`src/rtl/mbist_pkg.sv`:
```
// Shared types and March C- tables for the MBIST march controller.
// Element tables are indexed by elem_t; bit n describes element Mn.
package mbist_pkg;

    typedef enum logic [1:0] {
        ST_IDLE  = 2'd0,
        ST_RUN   = 2'd1,
        ST_CHECK = 2'd2,
        ST_DONE  = 2'd3
    } state_t;

    typedef enum logic [2:0] {
        M0 = 3'd0,
        M1 = 3'd1,
        M2 = 3'd2,
        M3 = 3'd3,
        M4 = 3'd4,
        M5 = 3'd5
    } elem_t;

    localparam logic [7:0] BG0 = 8'h00;
    localparam logic [7:0] BG1 = 8'h0F;
    localparam logic [7:0] BG2 = 8'h33;
    localparam logic [7:0] BG3 = 8'h55;
    localparam logic [3:0][7:0] BG_PAT = {BG3, BG2, BG1, BG0};

    // Direction: 1 = ascending addresses.
    localparam logic [5:0] ELEM_UP     = 6'b100111;
    // Elements M1..M4 have a read followed by a write; M0 and M5 have one op.
    localparam logic [5:0] ELEM_TWO_OP = 6'b011110;
    // First op is a read for every element except M0.
    localparam logic [5:0] OP0_RD      = 6'b111110;
    // Data polarity (1 = complement of background) of the first and second op.
    localparam logic [5:0] OP0_INV     = 6'b010100;
    localparam logic [5:0] OP1_INV     = 6'b001010;

endpackage

```
`src/rtl/march_addr_gen.sv`:
```
// Up/down address counter with parallel load; tc_o flags the last address
// in the current direction.
module march_addr_gen #(
    parameter int ADDR_W = 6
) (
    input  logic              clk_i,
    input  logic              rst_i,
    input  logic              load_i,
    input  logic [ADDR_W-1:0] load_val_i,
    input  logic              en_i,
    input  logic              up_i,
    output logic [ADDR_W-1:0] addr_o,
    output logic              tc_o
);

    logic [ADDR_W-1:0] addr_q, addr_d;

    always_comb begin
        addr_d = addr_q;
        if (load_i) begin
            addr_d = load_val_i;
        end else if (en_i) begin
            addr_d = up_i ? addr_q + ADDR_W'(1) : addr_q - ADDR_W'(1);
        end
    end

    always_ff @(posedge clk_i) begin
        if (rst_i) begin
            addr_q <= '0;
        end else begin
            addr_q <= addr_d;
        end
    end

    assign addr_o = addr_q;
    assign tc_o   = up_i ? (addr_q == '1) : (addr_q == '0);

endmodule

```
`src/rtl/mbist_march_ctrl.sv`:
```
// March C- memory BIST controller over four data backgrounds, one RAM
// operation per cycle, with first-failure capture and a saturating count.
module mbist_march_ctrl
    import mbist_pkg::*;
#(
    parameter int ADDR_W       = 6,
    parameter int DATA_W       = 8,
    parameter int STOP_ON_FAIL = 0
) (
    input  logic              clk,
    input  logic              rst,
    input  logic              start,
    output logic [ADDR_W-1:0] ram_addr,
    output logic [DATA_W-1:0] ram_wdata,
    output logic              ram_rwbar,
    input  logic [DATA_W-1:0] ram_rdata,
    output logic              busy,
    output logic              done,
    output logic              fail,
    output logic [ADDR_W-1:0] fail_addr,
    output logic [2:0]        fail_elem,
    output logic [1:0]        fail_bg,
    output logic [7:0]        fail_cnt,
    output state_t            dbg_state
);

    function automatic logic [DATA_W-1:0] bg_word(input logic [1:0] idx);
        logic [7:0] pat;
        pat = BG_PAT[idx];
        bg_word = '0;
        for (int i = 0; i < DATA_W; i++) begin
            bg_word[i] = pat[3'(i)];
        end
    endfunction

    state_t            state_q, state_d;
    elem_t             elem_q, elem_d, next_elem;
    logic              op_q, op_d;
    logic [1:0]        bg_q, bg_d;
    logic [DATA_W-1:0] exp_q, exp_d;
    logic              cmp_vld_q, cmp_vld_d;
    logic [ADDR_W-1:0] cmp_addr_q, cmp_addr_d;
    logic [2:0]        cmp_elem_q, cmp_elem_d;
    logic [1:0]        cmp_bg_q, cmp_bg_d;
    logic              fail_q, fail_d;
    logic [ADDR_W-1:0] fail_addr_q, fail_addr_d;
    logic [2:0]        fail_elem_q, fail_elem_d;
    logic [1:0]        fail_bg_q, fail_bg_d;
    logic [7:0]        fail_cnt_q, fail_cnt_d;

    logic              ag_load, ag_en, ag_up, ag_tc;
    logic [ADDR_W-1:0] ag_load_val, ag_addr;

    logic              op_rd, op_inv, last_op, miscmp;
    logic [DATA_W-1:0] op_data;

    march_addr_gen #(.ADDR_W(ADDR_W)) u_addr_gen (
        .clk_i      (clk),
        .rst_i      (rst),
        .load_i     (ag_load),
        .load_val_i (ag_load_val),
        .en_i       (ag_en),
        .up_i       (ag_up),
        .addr_o     (ag_addr),
        .tc_o       (ag_tc)
    );

    assign next_elem = elem_t'(elem_q + 3'd1);
    assign ag_up     = ELEM_UP[elem_q];
    assign op_rd     = op_q ? 1'b0 : OP0_RD[elem_q];
    assign op_inv    = op_q ? OP1_INV[elem_q] : OP0_INV[elem_q];
    assign op_data   = bg_word(bg_q) ^ {DATA_W{op_inv}};
    assign last_op   = op_q | ~ELEM_TWO_OP[elem_q];
    // Read data returns one cycle after the read, so it is checked while the next op issues.
    assign miscmp    = cmp_vld_q && (ram_rdata != exp_q);

    always_comb begin
        state_d     = state_q;
        elem_d      = elem_q;
        op_d        = op_q;
        bg_d        = bg_q;
        exp_d       = exp_q;
        cmp_vld_d   = 1'b0;
        cmp_addr_d  = cmp_addr_q;
        cmp_elem_d  = cmp_elem_q;
        cmp_bg_d    = cmp_bg_q;
        fail_d      = fail_q;
        fail_addr_d = fail_addr_q;
        fail_elem_d = fail_elem_q;
        fail_bg_d   = fail_bg_q;
        fail_cnt_d  = fail_cnt_q;
        ag_load     = 1'b0;
        ag_load_val = '0;
        ag_en       = 1'b0;
        ram_addr    = '0;
        ram_wdata   = '0;
        ram_rwbar   = 1'b1;

        if (miscmp) begin
            fail_d = 1'b1;
            if (fail_cnt_q != 8'hFF) begin
                fail_cnt_d = fail_cnt_q + 8'd1;
            end
            if (!fail_q) begin
                fail_addr_d = cmp_addr_q;
                fail_elem_d = cmp_elem_q;
                fail_bg_d   = cmp_bg_q;
            end
        end

        unique case (state_q)
            ST_IDLE, ST_DONE: begin
                if (start) begin
                    state_d     = ST_RUN;
                    elem_d      = M0;
                    op_d        = 1'b0;
                    bg_d        = 2'd0;
                    fail_d      = 1'b0;
                    fail_addr_d = '0;
                    fail_elem_d = '0;
                    fail_bg_d   = '0;
                    fail_cnt_d  = '0;
                    ag_load     = 1'b1;
                end
            end
            ST_RUN: begin
                ram_addr  = ag_addr;
                ram_rwbar = op_rd;
                ram_wdata = op_rd ? '0 : op_data;
                if ((STOP_ON_FAIL != 0) && miscmp) begin
                    ram_rwbar = 1'b1;
                    ram_wdata = '0;
                    state_d   = ST_DONE;
                end else begin
                    if (op_rd) begin
                        cmp_vld_d  = 1'b1;
                        exp_d      = op_data;
                        cmp_addr_d = ag_addr;
                        cmp_elem_d = elem_q;
                        cmp_bg_d   = bg_q;
                    end
                    if (!last_op) begin
                        op_d = 1'b1;
                    end else begin
                        op_d = 1'b0;
                        if (!ag_tc) begin
                            ag_en = 1'b1;
                        end else if (elem_q == M5) begin
                            elem_d  = M0;
                            ag_load = 1'b1;
                            if (bg_q == 2'd3) begin
                                state_d = ST_CHECK;
                            end else begin
                                bg_d = bg_q + 2'd1;
                            end
                        end else begin
                            elem_d      = next_elem;
                            ag_load     = 1'b1;
                            ag_load_val = ELEM_UP[next_elem] ? '0 : '1;
                        end
                    end
                end
            end
            ST_CHECK: state_d = ST_DONE;
            default:  state_d = ST_IDLE;
        endcase
    end

    always_ff @(posedge clk) begin
        if (rst) begin
            state_q     <= ST_IDLE;
            elem_q      <= M0;
            op_q        <= 1'b0;
            bg_q        <= 2'd0;
            exp_q       <= '0;
            cmp_vld_q   <= 1'b0;
            cmp_addr_q  <= '0;
            cmp_elem_q  <= '0;
            cmp_bg_q    <= '0;
            fail_q      <= 1'b0;
            fail_addr_q <= '0;
            fail_elem_q <= '0;
            fail_bg_q   <= '0;
            fail_cnt_q  <= '0;
        end else begin
            state_q     <= state_d;
            elem_q      <= elem_d;
            op_q        <= op_d;
            bg_q        <= bg_d;
            exp_q       <= exp_d;
            cmp_vld_q   <= cmp_vld_d;
            cmp_addr_q  <= cmp_addr_d;
            cmp_elem_q  <= cmp_elem_d;
            cmp_bg_q    <= cmp_bg_d;
            fail_q      <= fail_d;
            fail_addr_q <= fail_addr_d;
            fail_elem_q <= fail_elem_d;
            fail_bg_q   <= fail_bg_d;
            fail_cnt_q  <= fail_cnt_d;
        end
    end

    assign busy      = (state_q == ST_RUN) || (state_q == ST_CHECK);
    assign done      = (state_q == ST_DONE);
    assign fail      = fail_q;
    assign fail_addr = fail_addr_q;
    assign fail_elem = fail_elem_q;
    assign fail_bg   = fail_bg_q;
    assign fail_cnt  = fail_cnt_q;
    assign dbg_state = state_q;

endmodule

```
`config.mk`:
```
export PLATFORM = sky130hd
export DESIGN_NAME = mbist_march_ctrl
export DESIGN_NICKNAME = d
export VERILOG_FILES = /design/src/rtl/mbist_pkg.sv /design/src/rtl/march_addr_gen.sv /design/src/rtl/mbist_march_ctrl.sv
export SDC_FILE = /design/constraint.sdc
export NUM_CORES = 1
export LEC_CHECK = 0
export CORE_MARGIN = 3
export CORE_UTILIZATION = 40
export DETAILED_ROUTE_END_ITERATION = 8
export PLACE_DENSITY = 0.66
export SYNTH_ARGS = -nofsm -noshare
export SYNTH_HDL_FRONTEND = slang
export SYNTH_SLANG_ARGS = --single-unit
```
`constraint.sdc`:
```
create_clock -name clk -period 2.15 [get_ports clk]
set_clock_uncertainty 0.05 [all_clocks]
set_input_delay 0.645 -clock clk [delete_from_list [all_inputs] [get_ports clk]]
set_output_delay 0.645 -clock clk [all_outputs]
set_load 0.05 [all_outputs]
```
==> results.py <==
metrics = {
    "run_status": {
        "run_status": "complete, but fails checks",
        "violations": "negative setup slack",
    },
    "yosys": {
        "synthAdderAreaFrac": 0.0595,
        "synthXorXnorAreaFrac": 0.0398,
        "synth_seq_cells": 55,
        "muxShareOfSynthArea": 0.0530,
        "synthSimpleGateAreaFrac": 0.242,
        "yosys_most_used_dff": "dfxtp_1",
        "synth_area_leader_cell": "dfxtp_1",
        "ys_seq_area_frac": 0.385,
        "yosys.area.top_type_share": 0.385,
        "synth_top_family_by_area": "simple AND/OR/NAND/NOR gates",
        "synthTopCellsByArea": "dfxtp_1 (39%), ha_1 (5.3%), nor2_1 (5.3%)",
        "synthMostInstantiatedCell": "dfxtp_1",
        "ys_warn_count": 0,
        "avgSynthCellArea_sq_um": 8.51,
        "synth_cell_types": 54,
        "netlist_top_cells_count": "dfxtp_1 (55), nor2_1 (40), nand2_1 (33)",
        "synth_compound_area_frac": 0.175,
        "synthCells": 336,
        "synth-async-reset-ratio": 0,
        "synth_edf_count": 0,
        "synth_area_sq_mm": 0.00286,
    },
    "grt": {
        "grt_pass1_wl_mm": 11.8,
        "grt_max_degree": 21,
        "antenna_found_initial": 0,
        "grt.total_usage": 0.173,
        "grt_overflow": 0,
        "grt_pass1_vias": 2552,
    },
    "sta": {
        "setup_violations": 3,
        "worst_hold_slack_ns": 0.415,
        "final_hold_viol_count": 0,
        "worst_pin_slew_ns": 0.502,
        "tns_ns": -0.0439,
        "slew_violations": 0,
        "max_freq_mhz": 460,
        "layout_setup_ws_ns": -0.0248,
        "rsz0062_at_grt": "true",
        "max-slew-margin-rel": 0.656,
        "min_period_over_period": 1.01,
        "min_period_ns": 2.17,
    },
    "route": {
        "ant_nets": 0,
        "avgViaCountPerCell": 5.13,
        "num_vias": 2633,
        "dr.pass1.iters": 4,
        "drc": 0,
        "drt-initial-drc-count": 76,
        "wl_per_cell_microns": 13.3,
        "drt_wl_total_mm": 6.82,
    },
    "placed_design": {
        "io_buffers": 45,
        "placed_cell_area_sq_mm": 0.00378,
        "dp.cells": 498,
        "dp_hpwl_mm": 5.05,
        "place.gp.congestion": 0.801,
        "place_ws_ns": -0.222,
    },
    "clock_tree": {
        "root_buffer": "clkbuf_8",
        "cts.htree.levels": 2,
        "cts_inserted_buffers": 5,
        "clk_pin_slew_ns": 0.11,
        "clk_path_buf_depth": 2,
        "hold_buffers": 0,
        "cts_sinks": 55,
        "clock_latency_ns": 0.32,
        "cts_tree": "done",
    },
    "die": {
        "die_w_microns": 90.5,
        "fp.coreArea_sq_mm": 0.00687,
        "num_rows": 30,
        "fp.dieArea_sq_mm": 0.00820,
        "initial_utilization": 0.416,
        "io_pins": 50,
        "fp.dieH_microns": 90.5,
    },
    "setup_path": {
        "crit_path_start": "op_q",
        "path_cells": "mux2i_1, buf_4, xor2_4, nor2_4, buf_12",
        "path_max_fanout": 4,
        "crit_path_top_delay_cell": "dfxtp_2",
        "cp.required_ns": 1.45,
        "r2r_slack_ns": 0.10,
        "critPathKind": "reg -> out",
        "slowest_delay_ns": 0.35,
        "r2r_start": "u_addr_gen.addr_o[3]",
        "worstPathArrival_ns": 1.48,
        "ff2ff_path_depth": 6,
        "cp-end-kind": "output port",
        "worstSetupStartpointType": "flip-flop",
        "cp-endpoint": "ram_wdata[3]",
    },
    "layout": {
        "final_area_sq_mm": 0.00405,
        "utilization": 0.590,
        "nNetsFinal": 440,
        "stdcell_count": 513,
        "ff_latch_area_sq_mm": 0.00111,
        "multi_input_area_sq_mm": 0.00180,
        "drive_gt1_frac": 0.295,
        "antenna_cells": 0,
        "syn_to_final_growth_pct": 41.7,
        "fillers": 612,
    },
    "worst_hold_path": {
        "worstHoldStart": "cmp_bg_q[0]",
        "hold_class": "reg -> reg",
    },
    "power_and_ir_drop": {
        "power_density_mw_per_mm2": 875,
        "leakage_nw": 1.68,
        "ir_worst_vdd_v": 0.000792,
        "p_total_mw": 3.54,
    },
    "run": {
        "max_cap_viol_count": 0,
    },
}
[power by group]
group,switching (mW),internal (mW)
registers,0.102,1.11
logic,0.924,0.812
clock network,0.361,0.234
total,1.39,2.16
[layout by cell type (no fill, tap or decap), types with 8 or more instances in the layout]
master	count
dfxtp_1	51
ha_1	8
a21oi_1	23
nand3_1	16
mux2i_1	13
nand2_1	33
buf_12	13
a211oi_1	9
buf_4	65
clkdlybuf4s50_1	10
nor2_1	36
[per-layer routing]
layer | up-vias | wire [microns] | part of all wire | GRT usage
met3 | 4 | 258 | 0.038 | 0.0267
met1 | 1242 | 3170 | 0.46 | 0.221
met4 | 0 | 51 | 0.0075 | 0.0497
li1 | 1342 | - | - | -
met2 | 45 | 3340 | 0.49 | 0.300
met5 | - | 0 | 0 | 0
[worst min path at each step]
stage,cells after the start,endpoint
after floorplan,2,cmp_addr_q[0]
after global placement,2,cmp_bg_q[0]
after detailed placement,2,cmp_bg_q[0]
after CTS,2,cmp_bg_q[0]
after global routing,2,cmp_bg_q[1]
final,2,cmp_bg_q[0]
[what timing repair did]
item,CTS,global route
gates resized for setup,16,4
gates cloned,1,0
pin swaps,4,3
setup buffers,4,2
endpoints found under the setup margin,12,5
endpoints found under the hold margin,0,0
[flip-flops by register name (all words and copies together), names as in the netlist, 2 cells and up, named ones only]
register and count:
bg_q 2, cmp_addr_q 6, cmp_bg_q 2, cmp_elem_q 3
dbg_state 2, elem_q 3, exp_q 4, fail_addr 6
fail_bg 2, fail_cnt 8, fail_elem 3, u_addr_gen.addr_o 6
[critical path: cells and delay by family, from the launching register on]
family / cells / cell delay, ns
xor gates and xnor gates: 1 / 0.20
muxes: 1 / 0.18
DFF: 1 / 0.35
buffers and inverters: 2 / 0.38
and+or+nand+nor: 1 / 0.06
[cells by family after synthesis]
group	Yosys count
and+or+nand+nor	134
AOI/OAI and AO/OA	75
DFF	55
buffers and inverters	30
muxes	15
adders and majority gates	13
xor gates and xnor gates	13
other	1
[layout make-up]
class,count,area share
multi-input cells,254,0.444
flip-flops and latches,55,0.274
clock buffers,5,0.0170
clock inverters,3,0.00556
inverters,10,0.00926
well taps,96,0.0296
repair buffers,90,0.220
(Power assumes the default switching activity.)
